**config.mk**
```make
export PLATFORM = sky130hd
export DESIGN_NAME = branch_resolve_queue_flat
export DESIGN_NICKNAME = d
export VERILOG_FILES = /design/src/rtl/bp_pkg.sv /design/src/rtl/branch_resolve_queue_if.sv /design/src/rtl/bp_fifo.sv /design/src/rtl/branch_resolve_queue.sv /design/src/flat_wrapper.sv
export SDC_FILE = /design/constraint.sdc
export NUM_CORES = 1
export LEC_CHECK = 0
export BUFFER_PORTS_ARGS = -buffer_cell sky130_fd_sc_hd__buf_2
export CAP_MARGIN = 5
export CORE_ASPECT_RATIO = 0.75
export CORE_MARGIN = 1.5
export CORE_UTILIZATION = 40
export CTS_CLUSTER_SIZE = 8
export DETAILED_ROUTE_END_ITERATION = 12
export GPL_ROUTABILITY_DRIVEN = 1
export HOLD_SLACK_MARGIN = 0.08
export SETUP_SLACK_MARGIN = 0.05
export SKIP_LAST_GASP = 1
export SYNTH_ARGS = -nofsm -noshare
export SYNTH_HDL_FRONTEND = slang
export SYNTH_HIERARCHICAL = 1
export SYNTH_SLANG_ARGS = --single-unit
export TNS_END_PERCENT = 30
```
**constraint.sdc**
```tcl
create_clock -name clk -period 5.8 [get_ports clk]
set_input_delay 0.29 -clock clk [delete_from_list [all_inputs] [get_ports clk]]
set_output_delay 0.29 -clock clk [all_outputs]
set_load 0.02 [all_outputs]
```
**src/rtl/bp_pkg.sv**
```systemverilog
// Shared branch-prediction types and widths used by fetch, the resolve queue and the
// gshare predictor wrappers.
package bp_pkg;

   localparam int PC_W    = 32;
   localparam int IDX_W   = 8;
   localparam int IDX_LSB = 2;

   typedef struct packed {
      logic [PC_W-1:0] pc;
      logic            pred_taken;
      logic [PC_W-1:0] pred_target;
   } bp_entry_t;

   // Fall-through fetch address of a branch, wrapping modulo 2^PC_W.
   function automatic logic [PC_W-1:0] next_seq_pc(input logic [PC_W-1:0] pc);
      return pc + PC_W'(4);
   endfunction

endpackage

```
**src/rtl/branch_resolve_queue_if.sv**
```systemverilog
// Fetch/execute/predictor-update signal bundle of the branch resolve queue.
interface branch_resolve_queue_if
   import bp_pkg::*;
#(
   parameter int DEPTH = 4
);

   localparam int CNT_W = $clog2(DEPTH) + 1;

   logic             fq_push;
   logic [PC_W-1:0]  fq_pc;
   logic             fq_pred_taken;
   logic [PC_W-1:0]  fq_pred_target;
   logic             fq_full;
   logic             ex_resolve;
   logic             ex_taken;
   logic [PC_W-1:0]  ex_target;
   logic             upd_valid;
   logic [IDX_W-1:0] upd_addr;
   logic             upd_taken;
   logic             flush;
   logic [PC_W-1:0]  redirect_pc;
   logic [CNT_W-1:0] count;
   logic             underflow_err;

   modport master (
      output fq_push, fq_pc, fq_pred_taken, fq_pred_target,
      output ex_resolve, ex_taken, ex_target,
      input  fq_full, upd_valid, upd_addr, upd_taken, flush, redirect_pc, count, underflow_err
   );

   modport slave (
      input  fq_push, fq_pc, fq_pred_taken, fq_pred_target,
      input  ex_resolve, ex_taken, ex_target,
      output fq_full, upd_valid, upd_addr, upd_taken, flush, redirect_pc, count, underflow_err
   );

endinterface

```
**src/rtl/bp_fifo.sv**
```systemverilog
// Circular in-order storage for in-flight predicted branches. The caller qualifies
// push/pop; clear wins over both and drops any simultaneous push.
module bp_fifo
   import bp_pkg::*;
#(
   parameter  int DEPTH = 4,
   localparam int PTR_W = $clog2(DEPTH),
   localparam int CNT_W = PTR_W + 1
) (
   input  logic             clk,
   input  logic             rst_n,
   input  logic             push_i,
   input  bp_entry_t        push_data_i,
   input  logic             pop_i,
   input  logic             clear_i,
   output bp_entry_t        head_o,
   output logic [CNT_W-1:0] count_o,
   output logic             full_o,
   output logic             empty_o
);

   bp_entry_t        mem_q [DEPTH];
   logic [PTR_W-1:0] rd_ptr_q, rd_ptr_d;
   logic [PTR_W-1:0] wr_ptr_q, wr_ptr_d;
   logic [CNT_W-1:0] count_q, count_d;

   always_comb begin
      if (clear_i) begin
         rd_ptr_d = wr_ptr_q;
         wr_ptr_d = wr_ptr_q;
         count_d  = {CNT_W{1'b0}};
      end else begin
         if (pop_i) begin
            rd_ptr_d = rd_ptr_q + PTR_W'(1);
         end else begin
            rd_ptr_d = rd_ptr_q;
         end
         if (push_i) begin
            wr_ptr_d = wr_ptr_q + PTR_W'(1);
         end else begin
            wr_ptr_d = wr_ptr_q;
         end
         case ({push_i, pop_i})
            2'b10:   count_d = count_q + CNT_W'(1);
            2'b01:   count_d = count_q - CNT_W'(1);
            default: count_d = count_q;
         endcase
      end
   end

   always_ff @(posedge clk) begin
      if (!rst_n) begin
         rd_ptr_q <= {PTR_W{1'b0}};
         wr_ptr_q <= {PTR_W{1'b0}};
         count_q  <= {CNT_W{1'b0}};
      end else begin
         rd_ptr_q <= rd_ptr_d;
         wr_ptr_q <= wr_ptr_d;
         count_q  <= count_d;
      end
   end

   // Payload storage needs no reset: occupancy alone decides what is live.
   always_ff @(posedge clk) begin
      if (push_i && !clear_i) begin
         mem_q[wr_ptr_q] <= push_data_i;
      end
   end

   assign head_o  = mem_q[rd_ptr_q];
   assign count_o = count_q;
   assign full_o  = (count_q == CNT_W'(DEPTH));
   assign empty_o = (count_q == {CNT_W{1'b0}});

endmodule

```
**src/rtl/branch_resolve_queue.sv**
```systemverilog
// Holds fetch-predicted branches until execute resolves them in order; emits predictor
// update pulses and, on a misprediction, a flush with the corrected fetch PC.
module branch_resolve_queue
   import bp_pkg::*;
#(
   parameter  int DEPTH = 4,
   localparam int CNT_W = $clog2(DEPTH) + 1
) (
   input logic                   clk,
   input logic                   rst_n,
   branch_resolve_queue_if.slave bus
);

   bp_entry_t        push_data_s;
   bp_entry_t        head_s;
   logic [CNT_W-1:0] count_s;
   logic             full_s;
   logic             empty_s;
   logic             pop_s;
   logic             mispredict_s;
   logic             push_s;

   logic             upd_valid_q, upd_valid_d;
   logic [IDX_W-1:0] upd_addr_q, upd_addr_d;
   logic             upd_taken_q, upd_taken_d;
   logic             flush_q, flush_d;
   logic [PC_W-1:0]  redirect_pc_q, redirect_pc_d;
   logic             underflow_q, underflow_d;

   assign push_data_s = '{pc: bus.fq_pc, pred_taken: bus.fq_pred_taken,
                          pred_target: bus.fq_pred_target};

   assign pop_s        = bus.ex_resolve && !empty_s;
   assign mispredict_s = pop_s && ((head_s.pred_taken != bus.ex_taken) ||
                                   (bus.ex_taken && (head_s.pred_target != bus.ex_target)));
   // A pop frees a slot at full; a flush kills whatever fetch offers this cycle.
   assign push_s       = bus.fq_push && (!full_s || pop_s) && !mispredict_s;

   bp_fifo #(.DEPTH(DEPTH)) u_fifo (
      .clk         (clk),
      .rst_n       (rst_n),
      .push_i      (push_s),
      .push_data_i (push_data_s),
      .pop_i       (pop_s),
      .clear_i     (mispredict_s),
      .head_o      (head_s),
      .count_o     (count_s),
      .full_o      (full_s),
      .empty_o     (empty_s)
   );

   always_comb begin
      upd_valid_d = pop_s;
      flush_d     = mispredict_s;
      underflow_d = underflow_q | (bus.ex_resolve && empty_s);
      if (pop_s) begin
         upd_addr_d  = head_s.pc[IDX_LSB +: IDX_W];
         upd_taken_d = bus.ex_taken;
      end else begin
         upd_addr_d  = upd_addr_q;
         upd_taken_d = upd_taken_q;
      end
      if (mispredict_s) begin
         redirect_pc_d = bus.ex_taken ? bus.ex_target : next_seq_pc(head_s.pc);
      end else begin
         redirect_pc_d = redirect_pc_q;
      end
   end

   always_ff @(posedge clk) begin
      if (!rst_n) begin
         upd_valid_q   <= 1'b0;
         upd_addr_q    <= {IDX_W{1'b0}};
         upd_taken_q   <= 1'b0;
         flush_q       <= 1'b0;
         redirect_pc_q <= {PC_W{1'b0}};
         underflow_q   <= 1'b0;
      end else begin
         upd_valid_q   <= upd_valid_d;
         upd_addr_q    <= upd_addr_d;
         upd_taken_q   <= upd_taken_d;
         flush_q       <= flush_d;
         redirect_pc_q <= redirect_pc_d;
         underflow_q   <= underflow_d;
      end
   end

   assign bus.fq_full       = full_s;
   assign bus.count         = count_s;
   assign bus.upd_valid     = upd_valid_q;
   assign bus.upd_addr      = upd_addr_q;
   assign bus.upd_taken     = upd_taken_q;
   assign bus.flush         = flush_q;
   assign bus.redirect_pc   = redirect_pc_q;
   assign bus.underflow_err = underflow_q;

endmodule

```
**src/flat_wrapper.sv**
```systemverilog
// flat-port wrapper written by rule: the top's interface ports become plain ports
module branch_resolve_queue_flat import bp_pkg::*;
#(
   parameter  int DEPTH = 4,
   localparam int CNT_W = $clog2(DEPTH) + 1
)
  (clk, rst_n, bus_fq_push, bus_fq_pc, bus_fq_pred_taken, bus_fq_pred_target, bus_ex_resolve, bus_ex_taken, bus_ex_target, bus_fq_full, bus_upd_valid, bus_upd_addr, bus_upd_taken, bus_flush, bus_redirect_pc, bus_count, bus_underflow_err);
  branch_resolve_queue_if #(.DEPTH(DEPTH)) bus_i ();
  input logic clk;
  input logic rst_n;
  input wire logic [$bits(bus_i.fq_push)-1:0] bus_fq_push;
  input wire logic [$bits(bus_i.fq_pc)-1:0] bus_fq_pc;
  input wire logic [$bits(bus_i.fq_pred_taken)-1:0] bus_fq_pred_taken;
  input wire logic [$bits(bus_i.fq_pred_target)-1:0] bus_fq_pred_target;
  input wire logic [$bits(bus_i.ex_resolve)-1:0] bus_ex_resolve;
  input wire logic [$bits(bus_i.ex_taken)-1:0] bus_ex_taken;
  input wire logic [$bits(bus_i.ex_target)-1:0] bus_ex_target;
  output wire logic [$bits(bus_i.fq_full)-1:0] bus_fq_full;
  output wire logic [$bits(bus_i.upd_valid)-1:0] bus_upd_valid;
  output wire logic [$bits(bus_i.upd_addr)-1:0] bus_upd_addr;
  output wire logic [$bits(bus_i.upd_taken)-1:0] bus_upd_taken;
  output wire logic [$bits(bus_i.flush)-1:0] bus_flush;
  output wire logic [$bits(bus_i.redirect_pc)-1:0] bus_redirect_pc;
  output wire logic [$bits(bus_i.count)-1:0] bus_count;
  output wire logic [$bits(bus_i.underflow_err)-1:0] bus_underflow_err;
  assign bus_i.fq_push = bus_fq_push;
  assign bus_i.fq_pc = bus_fq_pc;
  assign bus_i.fq_pred_taken = bus_fq_pred_taken;
  assign bus_i.fq_pred_target = bus_fq_pred_target;
  assign bus_i.ex_resolve = bus_ex_resolve;
  assign bus_i.ex_taken = bus_ex_taken;
  assign bus_i.ex_target = bus_ex_target;
  assign bus_fq_full = bus_i.fq_full;
  assign bus_upd_valid = bus_i.upd_valid;
  assign bus_upd_addr = bus_i.upd_addr;
  assign bus_upd_taken = bus_i.upd_taken;
  assign bus_flush = bus_i.flush;
  assign bus_redirect_pc = bus_i.redirect_pc;
  assign bus_count = bus_i.count;
  assign bus_underflow_err = bus_i.underflow_err;
  branch_resolve_queue #(.DEPTH(DEPTH)) u_core (.clk(clk), .rst_n(rst_n), .bus(bus_i));
endmodule
```
# Word-level counts from Yosys, hierarchy flattened
# Memories as Yosys holds them, arrays and structs flattened. A register that Yosys moved wholly into a read port is not among the register bits.
# Cells that the tools add are included.
[totals] ram_bits=260 in_bits=102 out_inout_bits=48 ff_bits=51 word_cells=48 n_memories=1
[classes] addsub=5 bitwise=3 n_reduce_logical=17 eq_ne=5 mux=8
[mem_list] name="u_core.u_fifo.mem_q" words=4 width=65 rd=1 rd_clocked_by_memory_dff=1 wr=1 line_no="bp_fifo.sv:22" source="bp_entry_t mem_q [DEPTH];"
[op_table] op="32-bit by 3-bit adder with 32-bit output (second input constant)" count=1
[op_table] op="32-bit 2-to-1 mux" count=1
[op_table] op="32-bit != test" count=1
[op_table] op="2-bit 2-to-1 mux" count=4
[op_table] op="1-bit logical AND" count=7
[op_table] op="3-bit one-hot mux with 2 select lines" count=1
[op_table] op="2-bit by 1-bit adder with 2-bit output (second input constant)" count=2
[op_table] op="2-bit nonzero test" count=2
[op_table] op="3-bit by 1-bit adder with 3-bit output (second input constant)" count=1
[op_table] op="3-bit equality test (second input constant)" count=1
[op_table] op="1-bit zero test" count=3
[op_table] op="3-bit zero test" count=1
[op_table] op="3-bit by 1-bit subtractor with 3-bit output (second input constant)" count=1
[op_table] op="2-bit by 1-bit equality test with 1-bit output (second input constant)" count=1
[op_table] op="2-bit equality test (second input constant)" count=1
[op_table] op="1-bit logical OR" count=2
[op_table] op="1-bit 2-to-1 mux" count=2
[op_table] op="1-bit inverter" count=2
[op_table] op="2-bit AND reduction" count=1
[op_table] op="2-bit OR reduction" count=1
[op_table] op="1-bit != test" count=1
[op_table] op="1-bit OR" count=1

# Depth between registers and ports, before layout
[logic_depth] ltp_word=9 depth_mapped=16 mapped_depth_nobuf=14

# By module
# Netlist, hierarchy kept.
[modules_own_cells] mod="bp_fifo" instances=1 area_each_um2=9885.7 cells_per_inst=389 seq_area_each_um2=7987.7
[modules_own_cells] mod="branch_resolve_queue" instances=1 area_each_um2=2876.5 cells_per_inst=358 seq_area_each_um2=880.8

# Least setup slack after synthesis
# OpenSTA, ideal clock, no wires.
[synth_timing] kind="reg2reg" from="register (tool-made name)" to="memory u_core/u_fifo/mem_q[0][0] in the netlist's numbering, enable pin" setup_ns=0.430 slack_ns=1.177 t_arrival_ns=4.193 t_required_ns=5.370 n_path_buf=2 synth_period_minus_slack_ns=4.623 stages_incl_launch_ff=12 cell_sequence="dfxtp_1 buf_6 buf_12 mux4_2 xnor2_1 nand4_1 nor4_1 nand3_1 nand2_2 and3_1 nor2b_1 and2_1"
[synth_lines] item="to (decl)" line_no="bp_fifo.sv:22"

==> run metrics <==
GP Congestion=0.782; Post-CTS Setup Inserts=0; first-pass GRT wire length=48.3 mm; H-Tree Depth=2; Ant. Diodes=0; Worst EP arrival=5.05 ns; period utilization=83.1%; maximum fanout along the worst path=43; DRT Wirelength=32.7 mm; DP Wirelength=22.4 mm; Yosys warning count=6; Worst-Margin Slew=1.02 ns; Area growth, synth to finish=25.0%; via count=7,636; syn nets=856; vias per cell=5.33; Total GRT Usage=20.1%; die area=0.0330 mm2; most numerous cell in the Yosys netlist=edfxtp_1; Worst Setup End Kind=register; clock root cell=clkbuf_16; die height=158 um; #FFs+latches synth=313; slowest CP cell=dfxtp_4; Pint=5.48 mW; IO Count=150; setup violators final=0; sequential fraction of the synthesis area=69.5%; Post-DRT Antenna Nets=0; Finished Cell Area=0.0159 mm2; vias in the first global route=7,527; CTS tree=built; FF-to-FF path depth=10; final hold vios=0; post-synthesis cell count=747; worst-skew pair later-pin latency=0.54 ns; Fin Setup TNS=0 ns; fmax=208 MHz; Post-synth EDFFs=260; leading area contributor after synthesis=edfxtp_1; DRC Markers=0; Async S/R FF share, synth=0%; Yosys cell types=49; Util after Layout=50.9%; share of the synthesized area in the top cell type=61.2%; largest net degree at the start of global routing=46; mean post-synth cell area=17.1 um2; fraction of layout instances using a drive strength above 1=28.8%; gr ovfl total=0; synthesized area=0.0128 mm2; flop2flop setup slack=0.98 ns; Clock Tree Buf Depth=3; ranking of synthesized cells by area=edfxtp_1 61%, mux4_2 11%, dfxtp_1 8.3%; fin. max-slew vios=0; PwrDens=507 mW/mm2; clock share of power=29.9%; core area=0.0313 mm2; crit-path cells=mux4_2, xnor2_1, nand4_1, nor4_1, nand3_1, nand2_2, and3_1, nor2b_1, and2_4, buf_12; # Max-Cap Violations=0; r2r endpoint=u_core/u_fifo/mem_q[0][42]; switching part of the total=32.1%; most frequent cells after synthesis=260 x edfxtp_1, 65 x mux4_2, 54 x nand2_1, 53 x dfxtp_1, 47 x xnor2_1; PortBufs=149; initial core utilization=40.7%; row count=56; Layout Nets=1,100; Slew HR=31.7%; critical path class=register to register; min-delay src=bus_ex_target[6]; sequential share of power=39.1%; First DRT Iteration DRCs=750; DR pass1 iterations=5; Clock Pin Slew Worst Setup and Hold Paths=0.05 ns; initial antenna violation count=1; Worst setup SP type=register; CTS Sinks=313; Hold Path Stages=3; min-delay worst type=primary input to register; Leakage=5.57 nW; Worst Path Required=6.03 ns; Non-Filler Instances=1,432; Die W=209 um; Worst Hold Endpoint=u_core/bus.redirect_pc[6]; Main synth FF type=edfxtp_1; clk_skew=0.0134 ns; combinational share of power=31.0%; unrepaired setup endpoints after global routing=false; post-layout minimum cycle time=4.82 ns; status=complete, no violations; worst vdd ir=0.273 mV; Cells after DPL=1,284; post-DR wirelength/cell=22.8 um; CP peak stage delay=0.82 ns; CTS Buf Count=45; P_sw=2.59 mW; Placement Cell Area=0.0140 mm2
## cell type report
cell class / count / area (um2)
inverter: 12 / 45.0
sequential: 313 / 8870
clock inverter: 3 / 45.0
multi-input combinational: 388 / 3630
timing repair buffer: 231 / 1580
fill: 2588 / 15400
clock buffer: 79 / 1270
tap: 406 / 508
## layer usage
layer | routed length (um) | part of all wire, % | global-route usage [%] | vias to the layer above
met5 | 0 | 0 | 0 | -
met4 | 712 | 2.2 | 6.52 | 0
met3 | 2230 | 6.8 | 3.17 | 43
met2 | 14400 | 44 | 29.2 | 310
met1 | 15400 | 47 | 30.8 | 3857
li1 | - | - | - | 3426
## power groups by stage
stage,Combinational (mW),Clock [mW],Sequential [mW]
2_1_floorplan,1.75,0,3.20
3_3_place_gp,2.47,0,3.20
3_5_place_dp,2.49,0,3.20
4_1_cts,2.53,2.47,3.16
5_1_grt,2.68,2.56,3.20
6_report,2.51,2.42,3.16
## cells by family (layout without fill, tap and decap cells)
kind of cell	count (synthesis)	count (layout)	synth area share (%)
xor gates and xnor gates	64	64	4.39
adders and majority gates	7	7	0.745
buffers and inverters	46	325	2.18
AOI/OAI and AO/OA	93	93	4.36
DFF	313	313	69.5
and+or+nand+nor	141	141	5.94
muxes	83	83	12.9
## state kept, by name (all words and copies together), names as in the netlist, named ones only
register and cells:
u_core/u_fifo/mem_q 260, u_core/bus.redirect_pc 32, u_core/bus.upd_addr 8, u_core/u_fifo/count_o 3, u_core/u_fifo/rd_ptr_q 2, u_core/u_fifo/wr_ptr_q 2
u_core/bus.flush 1, u_core/bus.underflow_err 1, u_core/bus.upd_taken 1, u_core/bus.upd_valid 1
## worst max-delay path, delay by kind of cell, from the launching register on
kind / cells / cell delay, ns
xor gates and xnor gates: 1 / 0.24
buffers and inverters: 1 / 0.28
DFF: 1 / 0.82
muxes: 1 / 0.60
and+or+nand+nor: 7 / 2.49
## placed cells by master, fill, tap and decap left out, types with 17 or more instances in the layout
cell,instances
a21oi_1,29
buf_2,149
clkbuf_1,33
clkbuf_16,46
dfxtp_1,51
dlygate4sd3_1,66
edfxtp_1,260
mux2i_1,17
mux4_2,65
nand2_1,54
nand3_1,20
o21ai_0,32
xnor2_1,47
xor2_1,17
## through the flow
| stage | hold slack, ns | total power [mW] | worst slack (ns) |
|---|---|---|---|
| 6_report | 0.106 | 8.08 | 0.982 |
| 3_3_place_gp | 0.444 | 5.67 | 1.01 |
| 5_1_grt | 0.122 | 8.45 | 0.576 |
| 3_5_place_dp | 0.449 | 5.69 | 0.903 |
| 2_1_floorplan | 0.389 | 4.95 | 1.18 |
| 4_1_cts | 0.0920 | 8.16 | 0.879 |
## how the worst max path moves through the flow
stage | cells after the start | to | start
final | 10 | u_core/u_fifo/mem_q[0][42] | register
after global routing | 10 | u_core/u_fifo/mem_q[0][42] | register
after CTS | 10 | u_core/u_fifo/mem_q[0][42] | register
after detailed placement | 10 | u_core/u_fifo/mem_q[0][42] | register
after global placement | 10 | u_core/u_fifo/mem_q[0][43] | register
after floorplan | 11 | u_core/u_fifo/mem_q[0][0] | register
## timing repair
item                      4_1_cts  5_1_grt
resized for setup               0        0
hold endpoints to repair      261        0
hold buffers                   66        0
Note: power is estimated with default switching activity, not from simulation.
